==> src/rtl/ddr2_fifo_defs.sv <==
// Shared defaults and mode encodings
// for the DDR2 controller queues.
package ddr2_fifo_defs;

  localparam int FIFO_WIDTH      = 8;
  localparam int FIFO_DEPTH      = 64;
  localparam int FIFO_DEPTH_LOG2 = 6;
  localparam int FIFO_AF_THRESH  = 60;
  localparam int FIFO_AE_THRESH  = 4;

  localparam int FIFO_STD  = 0;
  localparam int FIFO_FWFT = 1;

endpackage

==> src/rtl/fifo_dp_mem.sv <==
// Storage array: one synchronous write
// port, one asynchronous read port.
module fifo_dp_mem #(
  parameter int WIDTH      = 8,
  parameter int DEPTH      = 64,
  parameter int DEPTH_LOG2 = 6
) (
  input  logic                  clk,
  input  logic                  we,
  input  logic [DEPTH_LOG2-1:0] waddr,
  input  logic [WIDTH-1:0]      wdata,
  input  logic [DEPTH_LOG2-1:0] raddr,
  output logic [WIDTH-1:0]      rdata
);

  logic [WIDTH-1:0] mem_q [DEPTH];

  // contents are deliberately left unreset
  always_ff @(posedge clk) begin
    if (we) mem_q[waddr] <= wdata;
  end

  assign rdata = mem_q[raddr];

endmodule

==> src/rtl/fifo_param_flags.sv <==
// Single-clock FIFO with FWFT option,
// threshold flags and sticky errors.
module fifo_param_flags
  import ddr2_fifo_defs::*;
#(
  parameter int WIDTH      = FIFO_WIDTH,
  parameter int DEPTH      = FIFO_DEPTH,
  parameter int DEPTH_LOG2 = FIFO_DEPTH_LOG2,
  parameter int AF_THRESH  = FIFO_AF_THRESH,
  parameter int AE_THRESH  = FIFO_AE_THRESH,
  parameter int FWFT       = FIFO_STD
) (
  input  logic                  clk,
  input  logic                  reset,
  input  logic                  flush,
  input  logic [WIDTH-1:0]      data_in,
  input  logic                  put,
  input  logic                  get,
  output logic [WIDTH-1:0]      data_out,
  output logic                  data_valid,
  output logic                  empty_bar,
  output logic                  full_bar,
  output logic                  almost_full,
  output logic                  almost_empty,
  output logic                  overflow,
  output logic                  underflow,
  output logic [DEPTH_LOG2:0]   fillcount
);

  localparam int PW = DEPTH_LOG2;
  localparam int CW = DEPTH_LOG2 + 1;
  localparam logic [CW-1:0] DEPTH_C = CW'(DEPTH);
  localparam logic [CW-1:0] AF_C    = CW'(AF_THRESH);
  localparam logic [CW-1:0] AE_C    = CW'(AE_THRESH);

  if (DEPTH < 2 || DEPTH != (1 << DEPTH_LOG2)) begin : g_bad_depth
    $error("fifo_param_flags: DEPTH must be 2**DEPTH_LOG2 and >= 2");
  end
  if (AF_THRESH < 1 || AF_THRESH > DEPTH) begin : g_bad_af
    $error("fifo_param_flags: AF_THRESH out of 1..DEPTH");
  end
  if (AE_THRESH < 0 || AE_THRESH > DEPTH - 1) begin : g_bad_ae
    $error("fifo_param_flags: AE_THRESH out of 0..DEPTH-1");
  end
  if (FWFT != FIFO_STD && FWFT != FIFO_FWFT) begin : g_bad_mode
    $error("fifo_param_flags: FWFT must be 0 or 1");
  end

  logic [PW-1:0]    wr_ptr_q, rd_ptr_q;
  logic [CW-1:0]    cnt_q, cnt_d;
  logic             ovf_q, udf_q;
  logic             put_ok, get_ok;
  logic [WIDTH-1:0] rdata;

  assign empty_bar    = (cnt_q != '0);
  assign full_bar     = (cnt_q != DEPTH_C);
  assign almost_full  = (cnt_q >= AF_C);
  assign almost_empty = (cnt_q <= AE_C);
  assign overflow     = ovf_q;
  assign underflow    = udf_q;
  assign fillcount    = cnt_q;

  assign put_ok = put & full_bar & ~flush;
  assign get_ok = get & empty_bar & ~flush;

  // occupancy moves only when exactly one side is accepted
  always_comb begin
    cnt_d = cnt_q;
    unique case ({put_ok, get_ok})
      2'b10:   cnt_d = cnt_q + CW'(1);
      2'b01:   cnt_d = cnt_q - CW'(1);
      default: cnt_d = cnt_q;
    endcase
  end

  // pointers, occupancy and sticky error flags
  always_ff @(posedge clk or negedge reset) begin
    if (!reset) begin
      wr_ptr_q <= '0;
      rd_ptr_q <= '0;
      cnt_q    <= '0;
      ovf_q    <= 1'b0;
      udf_q    <= 1'b0;
    end else if (flush) begin
      wr_ptr_q <= '0;
      rd_ptr_q <= '0;
      cnt_q    <= '0;
      ovf_q    <= 1'b0;
      udf_q    <= 1'b0;
    end else begin
      if (put_ok) wr_ptr_q <= wr_ptr_q + PW'(1);
      if (get_ok) rd_ptr_q <= rd_ptr_q + PW'(1);
      cnt_q <= cnt_d;
      if (put && !full_bar)  ovf_q <= 1'b1;
      if (get && !empty_bar) udf_q <= 1'b1;
    end
  end

  fifo_dp_mem #(
    .WIDTH      (WIDTH),
    .DEPTH      (DEPTH),
    .DEPTH_LOG2 (DEPTH_LOG2)
  ) u_mem (
    .clk   (clk),
    .we    (put_ok),
    .waddr (wr_ptr_q),
    .wdata (data_in),
    .raddr (rd_ptr_q),
    .rdata (rdata)
  );

  if (FWFT == FIFO_FWFT) begin : g_fwft
    // head word is presented directly; zero while empty
    assign data_out   = empty_bar ? rdata : '0;
    assign data_valid = empty_bar;
  end else begin : g_std
    logic [WIDTH-1:0] dout_q;
    logic             dv_q;

    // registered read: one-cycle latency, valid pulses once per get
    always_ff @(posedge clk or negedge reset) begin
      if (!reset) begin
        dout_q <= '0;
        dv_q   <= 1'b0;
      end else if (flush) begin
        dout_q <= '0;
        dv_q   <= 1'b0;
      end else begin
        dv_q <= get_ok;
        if (get_ok) dout_q <= rdata;
      end
    end

    assign data_out   = dout_q;
    assign data_valid = dv_q;
  end

endmodule

==> config.mk <==
export PLATFORM = sky130hd
export DESIGN_NAME = fifo_param_flags
export DESIGN_NICKNAME = d
export VERILOG_FILES = /design/src/rtl/ddr2_fifo_defs.sv /design/src/rtl/fifo_dp_mem.sv /design/src/rtl/fifo_param_flags.sv
export SDC_FILE = /design/constraint.sdc
export NUM_CORES = 1
export LEC_CHECK = 0
export CAP_MARGIN = 20
export CORE_AREA = 2 2 286 288
export DETAILED_ROUTE_END_ITERATION = 8
export DIE_AREA = 0 0 288 290
export DONT_BUFFER_PORTS = 1
export MAX_ROUTING_LAYER = met4
export PLACE_DENSITY = 0.38
export SLEW_MARGIN = 20
export SYNTH_ARGS = -nofsm -noshare
export SYNTH_HDL_FRONTEND = slang
export SYNTH_SLANG_ARGS = --single-unit
==> constraint.sdc <==
create_clock -name clk -period 2.9 [get_ports clk]
set_input_delay 0.435 -clock clk [delete_from_list [all_inputs] [get_ports clk]]
set_output_delay 0.435 -clock clk [all_outputs]
set_load 0.005 [all_outputs]
== Word-level counts from Yosys, hierarchy flattened ==
Memory sizes are Yosys's and may differ from the RTL's.
Cells that the tools add are included.
W data, S select, Z words.

* Bits in registers: 30
* Memory bits (writable): 512
* Input port bits: 13
* Output and inout bits: 22
* Logic and storage cells: 47
* Memories: 1

* Add/sub/neg operators: 4
* Magnitude comparators: 2
* Eq/ne operators: 3
* Multiplexer cells: 15
* Bitwise operators: 5
* Reduce and logical (&&, ||, !) cells: 10

{| class="wikitable"
|+ Memory list
! memory !! words !! width !! read ports !! clocked after memory_dff !! wr ports !! line !! text
|-
| u_mem.mem_q || 64 || 8 || 1 || 0 || 1 || fifo_dp_mem.sv:16 || <nowiki>logic [WIDTH-1:0] mem_q [DEPTH];</nowiki>
|}

{| class="wikitable"
|+ Operators by type and width
! operator !! number
|-
| $mux W6 || 4
|-
| $mux W8 || 2
|-
| $pmux W7 S2 || 1
|-
| $add A6 B1 Y6 const B || 2
|-
| $reduce_bool A2 Y1 || 4
|-
| $add A7 B1 Y7 const B || 1
|-
| $ge A7 B6 Y1 const B || 1
|-
| $le A7 B3 Y1 const B || 1
|-
| $mux W1 || 7
|-
| $mux W7 || 1
|-
| $ne A7 B7 Y1 const B || 1
|-
| $reduce_bool A7 Y1 || 1
|-
| $sub A7 B1 Y7 const B || 1
|-
| $and A1 B1 Y1 || 4
|-
| $reduce_bool A3 Y1 || 1
|-
| $eq A2 B1 Y1 const B || 1
|-
| $eq A2 B2 Y1 const B || 1
|-
| $logic_and A1 B1 Y1 || 2
|-
| $logic_not A1 Y1 || 2
|-
| $not A1 Y1 || 1
|}

== Logic depth before layout (Yosys ltp) ==
* Depth after elaboration: 6
* Depth in mapped cells: 12
* Gate-level depth less buffers: 10

== Hierarchy ==
Synthesis repeated with hierarchy kept, for this count alone.

* Cell total of the unflattened synthesis: 1106
* Area total of the unflattened synthesis: 21753.4 sq um

{| class="wikitable"
|+ Modules (own cells, without submodules)
! module !! times used !! cells an instance !! area each (sq um) !! sequential area each (sq um)
|-
| fifo_dp_mem || 1 || 932 || 20006.7 || 15374.7
|-
| fifo_param_flags || 1 || 174 || 1746.7 || 750.7
|}

== Least setup slack after synthesis ==
Ideal clock, no wire load.

* Path kind: register to register
* Start: register cnt_q[3], in the netlist fillcount[3]
* End: register cnt_q[4], in the netlist fillcount[4]
* Setup time: 0.099 ns
* Arrival: 2.447 ns
* Data required time: 2.801 ns
* Slack: 0.353 ns
* Cell stages (with the launch flop): 12
* Path through: dfrtp_1 > buf_4 > or3_4 > o21ai_2 > and2_4 > buf_6 > xnor2_1 > ha_1 > or3_1 > o21ai_0 > a21oi_1 > a311oi_1

* Word-level cells in the longest chain between the ends: 6

{| class="wikitable"
|+ Ends and longest elaborated chain
! element !! line !! text
|-
| from (decl) || fifo_param_flags.sv:50 || <nowiki>logic [CW-1:0] cnt_q, cnt_d;</nowiki>
|-
| from (signal assigned) || fifo_param_flags.sv:93 || <nowiki>cnt_q <= cnt_d;</nowiki>
|-
| $ne A7 B7 Y1 / $reduce_bool A7 Y1 (equally long branches) || fifo_param_flags.sv:56, fifo_param_flags.sv:55 ||
|-
| $and A1 B1 Y1, on equally long branches (2 in a row) || fifo_param_flags.sv:63, fifo_param_flags.sv:64 ||
|-
| $eq A2 B1 Y1 / $eq A2 B2 Y1 (equally long branches) || fifo_param_flags.sv:69 || <nowiki>unique case ({put_ok, get_ok})</nowiki>
|-
| $pmux W7 S2 || fifo_param_flags.sv:69 ||
|-
| $mux W7 || fifo_param_flags.sv:84 || <nowiki>end else if (flush) begin</nowiki>
|}

Parallel ways exist; a longest one is shown, timed or not.
A chain may end at the register's enable or synchronous reset.

== Worst setup path in the final report ==
Ends and elaborated chain as after synthesis.

==> flow_metrics.py <==
metrics = {
    "route": {
        "drtAntennaViolNets": 0,
        "first_pass_iters": 5,
        "first_iter_violations": 948,
        "vias_per_cell": 4.68,
        "route.vias.total": 11100,
        "wl_mm": 60.7,
        "wl_per_cell_um": 25.6,
        "drc": 0,
    },
    "timing": {
        "fin_hold_ws_ns": 0.0426,
        "fin_tns_setup_ns": 0,
        "setup_viol": 0,
        "fin_crit_ns": 2.71,
        "relSlewSlack": 0.302,
        "max_freq_mhz": 369,
        "clock-skew-final_ns": 0.0259,
        "hold_violations": 0,
        "max_slew.worst_pin.slew_ns": 1.04,
        "min_period_over_period": 0.933,
        "rsz0062_at_grt": "no",
        "slew_violations": 0,
    },
    "synth": {
        "synthCells": 1140,
        "synthFlopType": "edfxtp_1",
        "avgSynthCellArea_sq_um": 19.0,
        "syn_area_sq_mm": 0.0216,
        "synth_seq_cells": 542,
        "synthesis.nets": 1157,
        "ys_seq_area_frac": 0.746,
        "synth_edf_count": 512,
        "ys_types": 67,
        "synth_warnings": 0,
        "synthArstFlopShare": 0.0554,
    },
    "layout": {
        "fillers": 7845,
        "instances_no_fill": 2372,
        "final_common_cell": "edfxtp_1",
        "syn_to_final_growth_pct": 19.2,
        "layout.nets": 1279,
        "final_cell_mix": "edfxtp_1 (512), buf_4 (105), mux4_2 (98), nor2_1 (94), mux2i_1 (68)",
        "drive_gt1_frac": 0.246,
    },
    "global_routing": {
        "grt_use_total": 0.150,
        "grt_overflow_total": 0,
        "grt_pass1_wl_mm": 86.9,
        "grt_start_max_net_pins": 65,
        "antenna_found_initial": 3,
        "grt_pass1_vias": 11500,
    },
    "die": {
        "die_w_um": 288,
        "die_area_sq_mm": 0.0835,
        "start_util": 0.270,
        "core_area_sq_mm": 0.0802,
        "die-height_um": 290,
        "pin_count": 35,
        "rows": 104,
    },
    "cts": {
        "root_buffer": "clkbuf_16",
        "clockBufferDepth": 3,
        "clk_pin_slew_worst_paths_ns": 0.06,
        "cts.sinks": 542,
        "cts_tree": "built",
        "cts_max_level": 2,
        "cts_resized": 0,
        "cts_setup_buffers": 0,
        "numCtsBuffers": 61,
        "clk_latency_ns": 0.63,
    },
    "power": {
        "p_leak_uw": 0.00806,
        "power_density_mw_per_mm2": 805,
        "irDropWorstVdd_mv": 0.455,
        "total_power_uw": 20700,
    },
    "critical_path": {
        "crit_arrival_ns": 3.23,
        "path_class": "reg -> reg",
        "worst_setup_path_end_kind": "flop",
        "cp_max_fo": 7,
        "critPathLaunchType": "flop",
        "cp_data_required_time_ns": 3.42,
    },
    "worst_hold_path": {
        "hold_class": "in -> reg",
    },
    "placed_design": {
        "dp.cells": 2245,
        "place_congestion": 0.775,
        "dpl.hpwl_mm": 38.7,
        "port_buffers": 0,
    },
    "status": {
        "status": "completed",
    },
    "flow_run": {
        "drv_cap": 0,
    },
}
power by group:
group,internal (uW),switching [uW]
combinational,1970,2210
sequential,8710,303
clock,4450,3090
critical path: stages, from the launching register on:
cell	delay, ns
dfrtp_1	0.48
or3_4	0.46
o21ai_2	0.23
and2_4	0.21
xnor2_1	0.07
ha_1	0.23
or3_1	0.37
o21ai_0	0.17
a21oi_1	0.08
a311oi_1	0.30
Yosys cell counts, drive strengths merged (3+ instances only):
| library cell | count | share of area |
|---|---|---|
| xor2 | 5 | 0.0020 |
| nand4 | 6 | 0.0017 |
| o221ai | 7 | 0.0028 |
| o211ai | 9 | 0.0031 |
| a22oi | 32 | 0.011 |
| mux4 | 98 | 0.10 |
| or3 | 5 | 0.0019 |
| a31oi | 3 | 0.00087 |
| nor2b | 9 | 0.0026 |
| ha | 4 | 0.0023 |
| o22ai | 16 | 0.0046 |
| and2 | 4 | 0.0013 |
| a21oi | 9 | 0.0023 |
| nand3 | 13 | 0.0030 |
| buf | 51 | 0.015 |
| mux2i | 68 | 0.031 |
| nor4bb | 3 | 0.0014 |
| nor2 | 95 | 0.016 |
| o21a | 7 | 0.0024 |
| nand3b | 5 | 0.0017 |
| o21ai | 7 | 0.0018 |
| clkbuf | 18 | 0.0031 |
| nand2 | 35 | 0.0061 |
| nand2b | 3 | 0.00087 |
| nor4 | 20 | 0.0065 |
| nor3 | 5 | 0.0019 |
| a211oi | 7 | 0.0024 |
| a221o | 8 | 0.0037 |
| xnor2 | 8 | 0.0032 |
| dfrtp | 30 | 0.035 |
| inv | 7 | 0.0012 |
| edfxtp | 512 | 0.71 |
worst paths after layout:
check,slack [ns],cells past startpoint,start,end
worst max-delay path,0.19,9,fillcount[3]$_DFFE_PN0P_,fillcount[4]$_DFFE_PN0P_
worst min-delay path,0.04,2,flush,fillcount[5]$_DFFE_PN0P_
worst max register to register,0.19,9,fillcount[3]$_DFFE_PN0P_,fillcount[4]$_DFFE_PN0P_
worst min register to register,0.54,2,underflow$_DFFE_PN0P_,underflow$_DFFE_PN0P_
max in group asynchronous,2.43,2,reset,data_out[4]$_DFFE_PN0P_
min in group asynchronous,0.26,2,reset,fillcount[0]$_DFFE_PN0P_
sequential cells by signal, indices dropped and copies added (netlist names):
register and count:
rd_ptr_q 6, underflow 1, u_mem.mem_q 512, wr_ptr_q 6, fillcount 7, data_out 8
overflow 1, data_valid 1
routing by layer:
metal / up-vias / global-route usage / wire length (um)
li1: 4909 / - / -
met5: - / - / 0
met4: 0 / 0.0356 / 1230
met2: 227 / 0.228 / 28400
met1: 5894 / 0.207 / 28200
met3: 80 / 0.0307 / 2900
through the flow:
stage	utilization	area (sq um)	setup slack, ns
3_3_place_gp	0.294	23500	0.259
6_report	0.321	25800	0.193
2_1_floorplan	-	21600	0.353
4_1_cts	0.321	25800	0.186
3_5_place_dp	0.294	23500	0.227
5_1_grt	0.321	25800	0.0348
cell families (layout without fill, tap and decap cells):
kind of cell             after synthesis  in the layout  share of synthesized area
AND/OR/NAND/NOR                      220            220                     0.0524
adder cells (fa/ha/maj)                4              4                    0.00231
multiplexers                         166            166                      0.134
flip-flops                           542            542                      0.746
buffers and inverters                 76            246                     0.0192
XOR/XNOR                              13             13                    0.00527
other                                  0              2                          0
AO/OA/AOI/OAI                        119            119                     0.0414
final cells by class:
type	instances	area [sq um]	share of cell area
repair buffers	128	1260	0.0489
multi-input cells	522	5080	0.197
flip-flops and latches	542	16100	0.626
clock inverters	29	294	0.0114
well taps	1060	1330	0.0515
clock buffers	82	1640	0.0635
diodes	2	5.00	0.000194
inverters	7	26.3	0.00102
repair_timing:
action,in CTS,in global routing
hold endpoints to repair,562,0
hold buffers,14,0
endpoints found under the setup margin,0,0
Note: power is estimated with default switching activity, not from simulation.
